## src/rtl/b_data_pack_if.sv

```systemverilog
// b_data_pack_if: input beat stream and packed output word stream of the B-operand packer
interface b_data_pack_if #(
    parameter int DATA_INPUT_WIDTH  = 256,
    parameter int DATA_OUTPUT_WIDTH = 512
);
    localparam int RATIO = DATA_OUTPUT_WIDTH / DATA_INPUT_WIDTH;

    logic                         valid_i;
    logic                         ready_o;
    logic [DATA_INPUT_WIDTH-1:0]  data_i;
    logic                         last_i;
    logic                         valid_o;
    logic                         ready_i;
    logic [DATA_OUTPUT_WIDTH-1:0] data_o;
    logic [RATIO-1:0]             keep_o;
    logic                         last_o;

    modport master (
        output valid_i, data_i, last_i, ready_i,
        input  ready_o, valid_o, data_o, keep_o, last_o
    );

    modport slave (
        input  valid_i, data_i, last_i, ready_i,
        output ready_o, valid_o, data_o, keep_o, last_o
    );
endinterface

```

## src/rtl/b_data_pack.sv

```systemverilog
// b_data_pack: packs narrow input beats into wide output words with backpressure and early flush
module b_data_pack #(
    parameter int DATA_INPUT_WIDTH  = 256,
    parameter int DATA_OUTPUT_WIDTH = 512,
    parameter int LANE_ORDER        = 0
) (
    input logic clk,
    input logic reset,
    b_data_pack_if.slave bus
);
    localparam int W     = DATA_INPUT_WIDTH;
    localparam int RATIO = DATA_OUTPUT_WIDTH / DATA_INPUT_WIDTH;
    localparam int CW    = $clog2(RATIO);

    if (RATIO < 2 || RATIO * W != DATA_OUTPUT_WIDTH) begin : g_bad_ratio
        $error("b_data_pack: DATA_OUTPUT_WIDTH must be an integer multiple >= 2 of DATA_INPUT_WIDTH");
    end

    logic [CW-1:0]                cnt;
    logic [CW-1:0]                lane;
    logic [DATA_OUTPUT_WIDTH-1:0] acc;
    logic [RATIO-1:0]             acc_keep;
    logic [DATA_OUTPUT_WIDTH-1:0] merged;
    logic [RATIO-1:0]             merged_keep;
    logic [DATA_OUTPUT_WIDTH-1:0] data_q;
    logic [RATIO-1:0]             keep_q;
    logic                         last_q;
    logic                         valid_q;
    logic                         ready;
    logic                         take;
    logic                         done;

    assign ready = ~valid_q | bus.ready_i;
    assign take  = bus.valid_i & ready;
    assign done  = (cnt == CW'(RATIO - 1)) | bus.last_i;
    assign lane  = (LANE_ORDER != 0) ? CW'(RATIO - 1) - cnt : cnt;

    // Current beat overlaid onto the accumulator in its physical lane
    always_comb begin
        merged      = acc;
        merged_keep = acc_keep;
        for (int k = 0; k < RATIO; k++) begin
            merged[k*W +: W] = (CW'(k) == lane) ? bus.data_i : acc[k*W +: W];
            merged_keep[k]   = (CW'(k) == lane) | acc_keep[k];
        end
    end

    // Accumulate beats and hand complete words to the output register
    always_ff @(posedge clk) begin
        if (reset) begin
            cnt      <= '0;
            acc      <= '0;
            acc_keep <= '0;
            data_q   <= '0;
            keep_q   <= '0;
            last_q   <= 1'b0;
            valid_q  <= 1'b0;
        end else begin
            if (valid_q && bus.ready_i)
                valid_q <= 1'b0;
            if (take && done) begin
                data_q   <= merged;
                keep_q   <= merged_keep;
                last_q   <= bus.last_i;
                valid_q  <= 1'b1;
                cnt      <= '0;
                acc      <= '0;
                acc_keep <= '0;
            end else if (take) begin
                cnt      <= cnt + CW'(1);
                acc      <= merged;
                acc_keep <= merged_keep;
            end
        end
    end

    assign bus.ready_o = ready;
    assign bus.valid_o = valid_q;
    assign bus.data_o  = data_q;
    assign bus.keep_o  = keep_q;
    assign bus.last_o  = last_q;
endmodule

```

## src/flat_wrapper.sv

```systemverilog
// flat-port wrapper written by rule: the top's interface ports become plain ports
module b_data_pack_flat 
#(
    parameter int DATA_INPUT_WIDTH  = 256,
    parameter int DATA_OUTPUT_WIDTH = 512,
    parameter int LANE_ORDER        = 0
)
  (clk, reset, bus_valid_i, bus_data_i, bus_last_i, bus_ready_i, bus_ready_o, bus_valid_o, bus_data_o, bus_keep_o, bus_last_o);
  b_data_pack_if #(.DATA_INPUT_WIDTH(DATA_INPUT_WIDTH), .DATA_OUTPUT_WIDTH(DATA_OUTPUT_WIDTH)) bus_i ();
  input logic clk;
  input logic reset;
  input wire logic [$bits(bus_i.valid_i)-1:0] bus_valid_i;
  input wire logic [$bits(bus_i.data_i)-1:0] bus_data_i;
  input wire logic [$bits(bus_i.last_i)-1:0] bus_last_i;
  input wire logic [$bits(bus_i.ready_i)-1:0] bus_ready_i;
  output wire logic [$bits(bus_i.ready_o)-1:0] bus_ready_o;
  output wire logic [$bits(bus_i.valid_o)-1:0] bus_valid_o;
  output wire logic [$bits(bus_i.data_o)-1:0] bus_data_o;
  output wire logic [$bits(bus_i.keep_o)-1:0] bus_keep_o;
  output wire logic [$bits(bus_i.last_o)-1:0] bus_last_o;
  assign bus_i.valid_i = bus_valid_i;
  assign bus_i.data_i = bus_data_i;
  assign bus_i.last_i = bus_last_i;
  assign bus_i.ready_i = bus_ready_i;
  assign bus_ready_o = bus_i.ready_o;
  assign bus_valid_o = bus_i.valid_o;
  assign bus_data_o = bus_i.data_o;
  assign bus_keep_o = bus_i.keep_o;
  assign bus_last_o = bus_i.last_o;
  b_data_pack #(.DATA_INPUT_WIDTH(DATA_INPUT_WIDTH), .DATA_OUTPUT_WIDTH(DATA_OUTPUT_WIDTH), .LANE_ORDER(LANE_ORDER)) u_core (.clk(clk), .reset(reset), .bus(bus_i));
endmodule
```

## config.mk

```make
export PLATFORM = sky130hd
export DESIGN_NAME = b_data_pack_flat
export DESIGN_NICKNAME = d
export VERILOG_FILES = /design/src/rtl/b_data_pack_if.sv /design/src/rtl/b_data_pack.sv /design/src/flat_wrapper.sv
export SDC_FILE = /design/constraint.sdc
export NUM_CORES = 2
export LEC_CHECK = 0
export BUFFER_PORTS_ARGS = -buffer_cell sky130_fd_sc_hd__buf_2
export CAP_MARGIN = 20
export CORE_MARGIN = 2
export CORE_UTILIZATION = 29
export DETAILED_ROUTE_END_ITERATION = 7
export MAX_ROUTING_LAYER = met4
export PLACE_DENSITY = 0.52
export SLEW_MARGIN = 10
export SYNTH_ARGS = -nofsm -noshare
export SYNTH_HDL_FRONTEND = slang
export SYNTH_SLANG_ARGS = --single-unit
```

## constraint.sdc

```tcl
create_clock -name clk -period 4.65 [get_ports clk]
set_clock_uncertainty 0.05 [all_clocks]
set_input_delay 0.93 -clock clk [delete_from_list [all_inputs] [get_ports clk]]
set_output_delay 0.93 -clock clk [all_outputs]
set_load 0.02 [all_outputs]
```

**After elaboration in Yosys (flattened, before gate mapping)**

Cells that the tools add are included.

- Output and inout port bits: 517
- Memories: 0
- Latch bits: 0
- Flip-flop bits (word level): 1031
- Bits in read-only memories: 0
- Memory bits (writable): 0

- Add/subtract/negate cells: 1
- Bitwise gates (word level): 7
- Equal/unequal tests: 0
- Mux-type cells: 4
- Reduce and logical (&&, ||, !) cells: 4
- Order comparisons: 0
- Multiply operators: 0
- Div/mod/pow operators: 0
- Shift-type cells: 0

Operators by type and width:

| kind | number |
|---|---|
| $mux W256 | 2 |
| $or A1 B1 Y1 | 4 |
| $logic_and A1 B1 Y1 | 2 |
| $mux W1 | 2 |
| $not A1 Y1 | 2 |
| $reduce_bool A2 Y1 | 1 |
| $reduce_or A2 Y1 | 1 |
| $add A1 B1 Y1 const B | 1 |
| $and A1 B1 Y1 | 1 |

**Depth between registers and ports, before layout**

- Depth in word-level cells: 5
- Mapped depth: 8
- Mapped depth without buffers: 4

**Worst setup path after synthesis**

Ideal clock, no wire load.

- Path kind: in2out
- From: in bus_ready_i
- To: out bus_ready_o
- Buffers on the path: 4
- Arrival time: 1.719 ns
- Cell stages on the path: 6
- Path slack: 1.951 ns
- Data required time: 3.670 ns
- Cells stage by stage: nor2b_1 buf_2 inv_2 buf_4 buf_2 buf_2

- Cells in the longest elaborated chain, start to end: 1

Ends and longest elaborated chain:

| what | RTL line | text |
|---|---|---|
| start: declaration | flat_wrapper.sv:15 | `input wire logic [$bits(bus_i.ready_i)-1:0] bus_ready_i;` |
| $or A1 B1 Y1 | b_data_pack.sv:33 | `assign ready = ~valid_q \| bus.ready_i;` |
| end: declaration | flat_wrapper.sv:16 | `output wire logic [$bits(bus_i.ready_o)-1:0] bus_ready_o;` |

Every way passes these cells.

**Worst setup path in the final report**

- From: reg u_core.valid_q (netlist: u_core.bus.valid_o)
- To: out bus_ready_o

- Cells in the longest elaborated chain, start to end: 2

Ends and longest elaborated chain:

| what | RTL line | text |
|---|---|---|
| start: declaration | b_data_pack.sv:28 | `logic valid_q;` |
| start signal: assignment | b_data_pack.sv:57 | `valid_q <= 1'b0;` |
| start signal: assignment | b_data_pack.sv:60 | `valid_q <= 1'b0;` |
| start signal: assignment | b_data_pack.sv:65 | `valid_q <= 1'b1;` |
| $not A1 Y1 | b_data_pack.sv:33 |  |
| $or A1 B1 Y1 | b_data_pack.sv:33 |  |

Every way passes these cells.

==> impl_results.md <==
- Outcome: completed
- Final setup viols: 0
- CTS tree: done
- Worst Reg-to-Reg Cells: 5
- Rel. slew slack: 0.00350
- Critical Path End Type: output port
- Final Hold Vio Count: 0
- Routed len/inst: 24.4 um
- Vias: 38,225
- Power density of the placed cells: 427 nW/um^2
- R2r setup slk: 1.88 ns
- Top cells by area, synth: dfxtp_1 (47%), mux2i_1 (12%), a211oi_2 (11%)
- Length of the first detailed-routing pass in iterations: 7
- Worst Path Max Fanout: 53
- Synth top area share: 0.466
- # hold bufs at CTS: 0
- Finished Cell Area: 53,200 um^2
- Worst hold start: u_core.acc[481]
- Cts bufs inserted: 115
- Tmin final: 2.81 ns
- Sw Pwr: 6870 uW
- HP Class: reg2reg
- Crit path launch type: flop
- Sequential element share of the synthesized area: 0.466
- Post-CTS sizing: 0
- # H-tree levels: 3
- Peak Freq: 356 MHz
- Port buffer count: 777
- Filler instances: 15,415
- Actual slew at the worst max-slew pin: 1.49 ns
- Initial DRC Count: 3,086
- Hold EP: u_core.acc[481]
- Core ar.: 152,000 um^2
- Fin crit share: 0.605
- Commonest non-fill, non-tap cell in the layout: dfxtp_1
- Root Driver: clkbuf_16
- First-pass GRT wire length: 255 mm
- Sequential share of power: 0.425
- Avg Inst Size Synth: 9.92 um^2
- Clock power frac: 0.403
- Post-Syn Instances: 4,466
- Final setup TNS: 0 ns
- R2r endpoint: u_core.acc[336]
- Adder-cell share of the synthesized area: 0
- Antenna Nets Post-Route: 0
- Post-synthesis mux area share: 0.116
- Synthesized cell area: 44,300 um^2
- Area leader, netlist: dfxtp_1
- Maxcap violations: 0
- Drc violations: 0
- LEAKAGE: 0.0189 uW
- Placed cell area: 49,300 um^2
- Synthesized Nets: 4,727
- Clock latency on the worst-skew pair: 0.73 ns
- Gr ovfl total: 0
- Final slew viol count: 0
- Hold path cells: 1
- Clk slew on worst S/H paths: 0.06 ns
- Total of warnings raised by yosys: 0
- Vias per inst: 5.43
- Die area: 156,000 um^2
- Largest net degree at the start of global routing: 175
- Initial antenna violation count: 50
- Post-synth cell types: 26
- Maximum VDD drop: 315 uV
- Hpwl dp: 103 mm
- GPL Wtd Cong: 0.818
- #FFs+latches synth: 1,031
- XOR/XNOR share of the synthesized area: 0
- DRT Wirelength: 172 mm
- Gr usage total: 0.215
- Share of layout cells above drive strength 1: 0.292
- Internal power: 15,800 uW
- CP required: 3.67 ns
- Final #Nets: 5,129
- Syn-to-layout area delta: 19.9%
- RSZ-0062 raised after global routing: false
- Post-synthesis simple-gate area fraction: 0.0627
- Vias in the first global route: 37,059
- # IOs: 778
- Largest family of logic cells by synthesized area: compound AO/OA/AOI/OAI gates
- Crit path DAT: 1.83 ns
- Reg2reg start: u_core.bus.valid_o
- Setup CP Type: reg2out
- Setup Buffers After CTS: 0
- Post-synthesis compound-gate area fraction: 0.294
- Row count: 143
- Switching Share: 0.303
- Comb pwr share: 0.172
- Die W: 395 um
- Clk buf depth: 3
- Commonest cells after routing, fill and taps aside: dfxtp_1 (1,030), buf_2 (775), a31oi_1 (513), mux2i_1 (512), a211oi_2 (400)
- Chip height: 395 um
- Starting density of the core: 0.292
- Clock sinks: 1,031
-- routing by layer --
metal | vias up | part of all wire | GRT usage | routed length [um]
li1 | 17692 | - | - | -
met1 | 19124 | 0.44 | 0.281 | 75700
met2 | 1209 | 0.46 | 0.328 | 78800
met3 | 200 | 0.079 | 0.0624 | 13500
met4 | 0 | 0.021 | 0.0500 | 3660
met5 | - | 0 | - | 0
-- layout make-up --
cell class,instances,area [um^2],area share
multi-input cells,2857,21000,0.395
flip-flops and latches,1031,20600,0.388
repair buffers,860,5080,0.0956
clock buffers,173,3360,0.0631
well taps,2030,2540,0.0478
clock inverters,38,387,0.00727
diodes,46,115,0.00217
inverters,3,18.8,0.000353
-- metrics by stage --
step	hold slack (ns)	total power, uW	util	cells	setup slack (ns)
6_report	0.404	22700	0.350	7038	1.84
4_1_cts	0.338	22900	0.349	6992	1.78
3_3_place_gp	0.391	13700	0.325	6781	1.41
5_1_grt	0.360	23600	0.350	7035	1.69
2_1_floorplan	0.379	12300	-	4466	1.95
3_5_place_dp	0.393	13700	0.325	6781	1.40
-- cells in the mapped netlist --
cell      instances
and2_1          121
nand2b_1          1
a211oi_1        113
o21ai_0         394
a31o_1            1
or2_4             1
clkbuf_1        270
dfxtp_1        1031
buf_2           230
o21a_1            1
clkbuf_4          1
inv_1             2
nor2_1            3
nand3_1         393
buf_4            55
and3_1            1
buf_6             8
a211oi_2        400
mux2i_1         512
o221a_2           1
a31oi_1         514
nor2b_1           2
a21oi_1         396
nand2_1           3
buf_1            11
inv_2             1
-- kinds of logic (layout without fill, tap and decap cells) --
kind of cell           count (synthesis)  after routing
flip-flops                          1031           1031
buffers and inverters                578           1074
AO/OA/AOI/OAI                       1820           1820
AND/OR/NAND/NOR                      525            525
multiplexers                         512            512
other                                  0             46
-- state kept, by name (all words and copies together), names as in the netlist --
| register | cells |
|---|---|
| u_core.bus.data_o | 512 |
| u_core.acc_keep | 2 |
| u_core.acc | 512 |
| u_core.bus.valid_o | 1 |
| u_core.bus.last_o | 1 |
| u_core.cnt | 1 |
| u_core.bus.keep_o | 2 |
-- worst max-delay path by stage --
stage | start | end | slack, ns | depth (start not counted)
after floorplan | bus_ready_i | bus_ready_o | 1.95 | 6
after global placement | bus_valid_i | u_core.bus.data_o[166] | 1.41 | 4
after detailed placement | bus_valid_i | u_core.bus.data_o[417] | 1.40 | 4
after CTS | u_core.cnt | u_core.bus.data_o[391] | 1.78 | 4
after global routing | u_core.cnt | u_core.bus.data_o[415] | 1.69 | 4
final | u_core.bus.valid_o | bus_ready_o | 1.84 | 3
-- worst max-delay path, stage by stage, from the launching register on --
cell and delay, ns:
dfxtp_1 0.33, nor2b_4 0.15, inv_8 0.30, buf_2 0.26
-- power groups by stage --
stage	sequential (uW)	clock, uW	combinational [uW]
2_1_floorplan	10200	0	2090
3_3_place_gp	9810	0	3890
3_5_place_dp	9820	0	3930
4_1_cts	9640	9370	3930
5_1_grt	9690	9710	4170
6_report	9640	9150	3900
Power figures use the tool's default switching activity.
